File: src/rtl/log2_seq.sv
// rtl/log2_seq.sv - multi-cycle floor/ceil log2 with zero and power-of-two flags
module log2_seq #(
  parameter int WIDTH = 8
) (
  input  logic                         clk,
  input  logic                         rst_n,
  input  logic                         in_valid,
  output logic                         in_ready,
  input  logic [WIDTH-1:0]             in_value,
  input  logic                         in_ceil,
  output logic                         out_valid,
  input  logic                         out_ready,
  output logic [$clog2(WIDTH+1)-1:0]   out_power,
  output logic                         out_exact,
  output logic                         out_zero
);

  localparam int S  = $clog2(WIDTH);
  localparam int PW = $clog2(WIDTH + 1);
  localparam int P  = 1 << S;
  localparam int SW = (S > 1) ? $clog2(S) : 1;

  localparam logic [1:0] IDLE = 2'd0;
  localparam logic [1:0] CALC = 2'd1;
  localparam logic [1:0] DONE = 2'd2;

  logic [1:0]    r_state;
  logic [P-1:0]  r_val;
  logic [PW-1:0] r_acc;
  logic [SW-1:0] r_step;
  logic          r_ceil;
  logic          r_exact;
  logic          r_zero;
  logic [PW-1:0] r_power;
  logic          r_out_exact;
  logic          r_out_zero;

  logic [PW-1:0] w_sh;
  logic [P-1:0]  w_val_sh;
  logic          w_take;
  logic [PW-1:0] w_acc_next;
  logic [P-1:0]  w_val_next;
  logic [PW-1:0] w_result;
  logic          w_in_exact;
  logic          w_accept;
  logic          w_last;

  assign in_ready  = (r_state == IDLE);
  assign out_valid = (r_state == DONE);
  assign out_power = r_power;
  assign out_exact = r_out_exact;
  assign out_zero  = r_out_zero;

  assign w_accept   = in_valid && in_ready;
  assign w_last     = (r_step == '0);
  assign w_in_exact = (in_value != '0) && ((in_value & (in_value - WIDTH'(1))) == '0);

  // One binary-search step: shift by 2^k if anything survives above it.
  assign w_sh       = PW'(1) << r_step;
  assign w_val_sh   = r_val >> w_sh;
  assign w_take     = |w_val_sh;
  assign w_acc_next = w_take ? (r_acc + w_sh) : r_acc;
  assign w_val_next = w_take ? w_val_sh : r_val;
  assign w_result   = w_acc_next + PW'(r_ceil && !r_exact && !r_zero);

  always_ff @(posedge clk or negedge rst_n) begin
    if (!rst_n) begin
      r_state     <= IDLE;
      r_val       <= '0;
      r_acc       <= '0;
      r_step      <= '0;
      r_ceil      <= 1'b0;
      r_exact     <= 1'b0;
      r_zero      <= 1'b0;
      r_power     <= '0;
      r_out_exact <= 1'b0;
      r_out_zero  <= 1'b0;
    end else begin
      case (r_state)
        IDLE: begin
          if (w_accept) begin
            r_state <= CALC;
            r_val   <= P'(in_value);
            r_acc   <= '0;
            r_step  <= SW'(S - 1);
            r_ceil  <= in_ceil;
            r_exact <= w_in_exact;
            r_zero  <= (in_value == '0);
          end
        end
        CALC: begin
          r_val <= w_val_next;
          r_acc <= w_acc_next;
          if (w_last) begin
            r_state     <= DONE;
            r_power     <= w_result;
            r_out_exact <= r_exact;
            r_out_zero  <= r_zero;
          end else begin
            r_step <= r_step - SW'(1);
          end
        end
        DONE: begin
          if (out_ready) r_state <= IDLE;
        end
        default: r_state <= IDLE;
      endcase
    end
  end

endmodule
File: config.mk
export PLATFORM = sky130hd
export DESIGN_NAME = log2_seq
export DESIGN_NICKNAME = d
export VERILOG_FILES = /design/src/rtl/log2_seq.sv
export SDC_FILE = /design/constraint.sdc
export NUM_CORES = 1
export LEC_CHECK = 0
export ABC_AREA = 1
export CAP_MARGIN = 20
export CORE_UTILIZATION = 30
export CTS_BUF_LIST = sky130_fd_sc_hd__clkbuf_16
export DETAILED_ROUTE_END_ITERATION = 16
export PLACE_DENSITY_LB_ADDON = 0.3
export SYNTH_ARGS = -nofsm -noshare
export SYNTH_HDL_FRONTEND = slang
export SYNTH_SLANG_ARGS = --single-unit
File: constraint.sdc
create_clock -name clk -period 3.95 [get_ports clk]
set_input_delay 0.79 -clock clk [delete_from_list [all_inputs] [get_ports clk]]
set_output_delay 0.79 -clock clk [all_outputs]
set_load 0.02 [all_outputs]
==> Word level (Yosys, flattened, before mapping) <==
Index checks and enable logic that the tools add are counted.
{ "word_totals": {"register_bits": 25, "latch_bits": 0, "ram_bits": 0, "rom_bits": 0, "inputBits": 13, "out_inout_bits": 8, "word_cells": 56, "memories": 0} }
{ "classes": {"n_addsub": 4, "n_mul": 0, "div": 0, "n_lt_le_gt_ge": 0, "eq_ne": 7, "shift": 2, "n_mux": 13, "bitwise": 1, "reduce_logical": 19} }
{ "ops": {"columns": ["op", "n"], "rows": [
  ["$logic_not A8 Y1", 2],
  ["$mux W8", 2],
  ["$pmux W8 S2", 1],
  ["$mux W2", 5],
  ["$reduce_and A3 Y1", 3],
  ["$and A8 B8 Y8", 1],
  ["$mux W4", 2],
  ["$pmux W4 S2", 1],
  ["$reduce_bool A8 Y1", 1],
  ["$reduce_or A8 Y1", 1],
  ["$shr A8 B4 Y8", 1],
  ["$sub A8 B1 Y8 const B", 1],
  ["$ne A2 B2 Y1 const B", 3],
  ["$pmux W2 S3", 1],
  ["$reduce_and A2 Y1", 3],
  ["$add A4 B1 Y4", 1],
  ["$add A4 B4 Y4", 1],
  ["$logic_and A1 B1 Y1", 4],
  ["$logic_not A2 Y1", 2],
  ["$ne A2 B1 Y1 const B", 2],
  ["$pmux W2 S2", 1],
  ["$shl A1 B2 Y4 const A", 1],
  ["$eq A2 B1 Y1 const B", 1],
  ["$eq A2 B2 Y1 const B", 1],
  ["3 further kinds", 4]
]} }

==> Longest topological paths before layout <==
{ "logic_depth": {"word_depth": 5, "mapped_depth": 19, "mapped_depth_nobuf": 19} }

==> Worst setup path before layout <==
Ideal clock, no wire load.
{ "synth_path": {"kind": "reg-to-reg", "start": "reg r_step[0]", "end": "reg r_power[2] (netlist: out_power[2])", "setup_time_ps": 119, "t_arrival_ps": 2268, "path_slack_ps": 1563, "stages_incl_launch_ff": 19, "n_path_buf": 1, "path_cell_list": "dfrtp_1 inv_1 ha_1 buf_6 inv_6 nand2_2 a21oi_1 nor2_2 nor2_2 nor2_4 nand3_4 nand2_1 xor2_1 ha_1 ha_1 inv_1 nand2_1 nand3_1 o21a_1"} }
{ "synth_between": {"elab_chain_cells": 5, "word_cells_on_any_way": 8, "cone_classes": "add/sub (2); shift (2); mux (1); reduce/logical (3)"} }
{ "synth_lines": {"columns": ["element", "line", "text"], "rows": [
  ["from (decl)", "30", "logic [SW-1:0] r_step;"],
  ["from (signal assigned)", "85", "r_step <= SW'(S - 1);"],
  ["from (signal assigned)", "100", "r_step <= r_step - SW'(1);"],
  ["$shl A1 B2 Y4", "59", "assign w_sh = PW'(1) << r_step;"],
  ["$shr A8 B4 Y8", "60", "assign w_val_sh = r_val >> w_sh;"],
  ["$reduce_or A8 Y1", "61", "assign w_take = |w_val_sh;"],
  ["$mux W4", "62", "assign w_acc_next = w_take ? (r_acc + w_sh) : r_acc;"],
  ["$add A4 B1 Y4", "64", "assign w_result = w_acc_next + PW'(r_ceil && !r_exact && !r_zero);"],
  ["to (signal assigned)", "96", "r_power <= w_result;"],
  ["to (decl)", "34", "logic [PW-1:0] r_power;"]
]} }
Parallel ways exist; a longest one is shown, timed or not.
A chain may end at the register's enable or synchronous reset.

==> Worst setup path after layout <==
Same ends and word-level chain as after synthesis.

==> qor.txt <==
final setup TNS: 0 ps
vias in the first global route: 1446
Finished Layout Cells: 333
routability cong.: 0.827
DP Worst Slack: 1110 ps
# rows: 27
Clock Sinks: 25
synthesis-to-layout area growth: 20.6%
RSZ-0062 raised after global routing: no
Net Sw Frac: 51.4%
# hold bufs at CTS: 0
Achievable Freq: 0.351 GHz
Relative slew margins: 73.2%
first-pass detailed-route iteration total: 4
Crit Path Category: reg2reg
Die Width: 78.4 µm
Worst Setup End Kind: register
Tcrit/Tclk final: 72.1%
Worst IR Drop VDD: 0.395 mV
# DRC: 0
Crit Reg-Reg Startpoint: r_step[0]$_DFFE_PN0P_
largest net degree at the start of global routing: 26
CTS tree: yes
Nets: 285
# Post-CTS Setup Buffers: 0
io pins: 21
chip height: 78.4 µm
Switch Pwr: 1070 µW
Power Total: 2080 µW
Core Area: 0.00557 mm²
ANT nets after route: 0
hold path start: out_power[1]$_DFFE_PN0P_
flops & latches, synth: 25
MaxCap Viol Count: 0
CTS Root Cell: clkbuf_16
Pleak: 0.00102 µW
layout cells sized above 1: 9.58%
total CTS buffers: 3
starting density of the core: 31.4%
Worst Path Required: 4100 ps
initial antenna violation count: 0
worst skew pair latency: 260 ps
final setup vio count: 0
worst hold-check path type: reg2reg
gr usage total: 14.3%
arrival time at the worst endpoint: 3000 ps
Cell Area, Synth: 0.00175 mm²
first-pass GRT wire length: 6.82 mm
total gr overflow: 0
Design Area, Final: 0.00211 mm²
Worst-path clk slew: 60 ps
status: completed
Via density: 4.67
Final HPWL DP: 3.15 mm
slew at the pin closest to its max-slew limit: 402 ps
worst clock skew: 2.21 ps
Clock power frac: 10.9%
die area: 0.00615 mm²
antenna cells: 0
Ys Warns: 0
sequential-to-total area share from yosys stat: 35.7%
synthesized instance count: 239
crit path time final: 2850 ps
placed cell area: 0.00203 mm²
cts repair resizes: 0
detailed-route via count: 1556
Post-Route WL: 4.03 mm
Mapped Nets: 262
Reg power frac: 22.8%
Max Root-Sink Buffers: 2
setup ws final: 1100 ps
critical path startpoint: r_step[0]$_DFFE_PN0P_
Cell Pwr Density: 985 mW/mm²
critical-path maximum fanout: 8
internal power: 1010 µW
Worst setup SP type: register
PortBufs: 20
Fin. Hold Viols: 0
Slew Viols, Final: 0
per-cell routed wire length: 12.1 µm
# H-tree levels: 1
placed cells: 329
Mapped Avg Cell Area: 7.33 µm²
Comb power frac: 66.2%
Distinct cells, synth: 33
drt initial violations: 81
power by group through the flow:
stage                     Combinational (µW)  Clock [µW]  Sequential, µW
after floorplan                         1040           0             490
after global placement                  1380           0             480
after detailed placement                1380           0             479
after CTS                               1390         235             476
after global routing                    1550         246             490
final                                   1380         228             475
registers in the layout, summed over array words and instances (netlist names):
register and count:
r_val 8, r_state 2, r_step 2, r_acc 4
out_power 4, r_exact 1, r_ceil 1, out_exact 1
r_zero 1, out_zero 1
area by class of cell:
class                   instances  area [µm²]
inverters                      27         111
repair buffers                 22         215
multi-input cells             183         992
fillers                       585        3460
clock inverters                 1        5.00
clock buffers                   3        75.1
flip-flops and latches         25         626
well taps                      72        90.1
metal layers:
layer / vias to the layer above / track usage [%] / routed length (µm)
met1: 704 / 19.5 / 2030
met5: - / 0 / 0
li1: 825 / - / -
met3: 2 / 1.86 / 76
met4: 0 / 5.37 / 34
met2: 25 / 22.9 / 1890
cell usage in the layout, fill, tap and decap left out, drive strengths merged:
cell type      Yosys  routed
o31ai              1       1
nand2             79      79
clkbuf             2       3
nand4              6       6
o21a               1       1
clkdlybuf4s50      0      20
buf                2       2
ha                10      10
a31oi              3       3
xnor2              2       2
nor2              21      21
a21oi              5       5
xor2               3       3
inv               27      27
o21ai             20      20
clkinv             0       1
o22ai              1       1
dfrtp             25      25
a211oi             1       1
o211ai             2       2
nand3             27      27
nor4               1       1
path summary, 6_finish.rpt:
check	end	cells after the start	slack (ps)
max reg2reg	out_power[2]$_DFFE_PN0P_	16	1100
min in group asynchronous	r_exact$_DFFE_PN0P_	2	890
min	out_power[1]$_DFFE_PN0P_	2	480
min reg2reg	out_power[1]$_DFFE_PN0P_	2	480
max in group asynchronous	r_acc[1]$_DFFE_PN0P_	2	2820
max	out_power[2]$_DFFE_PN0P_	16	1100
cell usage after synthesis (all sizes together):
library cell	n	area share (%)
nand2	79	17
inv	27	6.4
nand3	27	9.0
dfrtp	25	36
nor2	21	6.1
o21ai	20	6.6
ha	10	7.1
nand4	6	2.1
a21oi	5	1.6
a31oi	3	1.1
xor2	3	1.5
buf	2	0.93
clkbuf	2	0.43
o211ai	2	1.1
xnor2	2	1.0
a211oi	1	0.43
nor4	1	0.36
o21a	1	0.43
o22ai	1	0.36
o31ai	1	0.43
per-stage QoR:
stage          utilization, %  hold slack, ps
3_5_place_dp             36.5             465
6_report                 37.9             478
5_1_grt                  37.9             504
3_3_place_gp             36.5             467
2_1_floorplan               -             449
4_1_cts                  37.9             484
critical path: stages (launching register included):
cell,delay [ps]
dfrtp_1,420
inv_1,140
ha_1,420
nand2_1,150
a21oi_1,260
nor2_2,70
nor2_2,160
nor2_4,70
nand3_4,90
nand2_1,70
xor2_1,200
ha_1,220
ha_1,170
inv_1,40
nand2_1,50
nand3_1,80
o21a_1,120
cell families (layout without fill, tap and decap cells):
group	Yosys count	count (layout)	synth area share, %
and+or+nand+nor	134	134	34.9
AOI/OAI and AO/OA	34	34	12.1
buffers and inverters	31	53	7.71
DFF	25	25	35.7
adders and majority gates	10	10	7.14
xor gates and xnor gates	5	5	2.50
No activity file was read; power rests on OpenSTA's default activity.
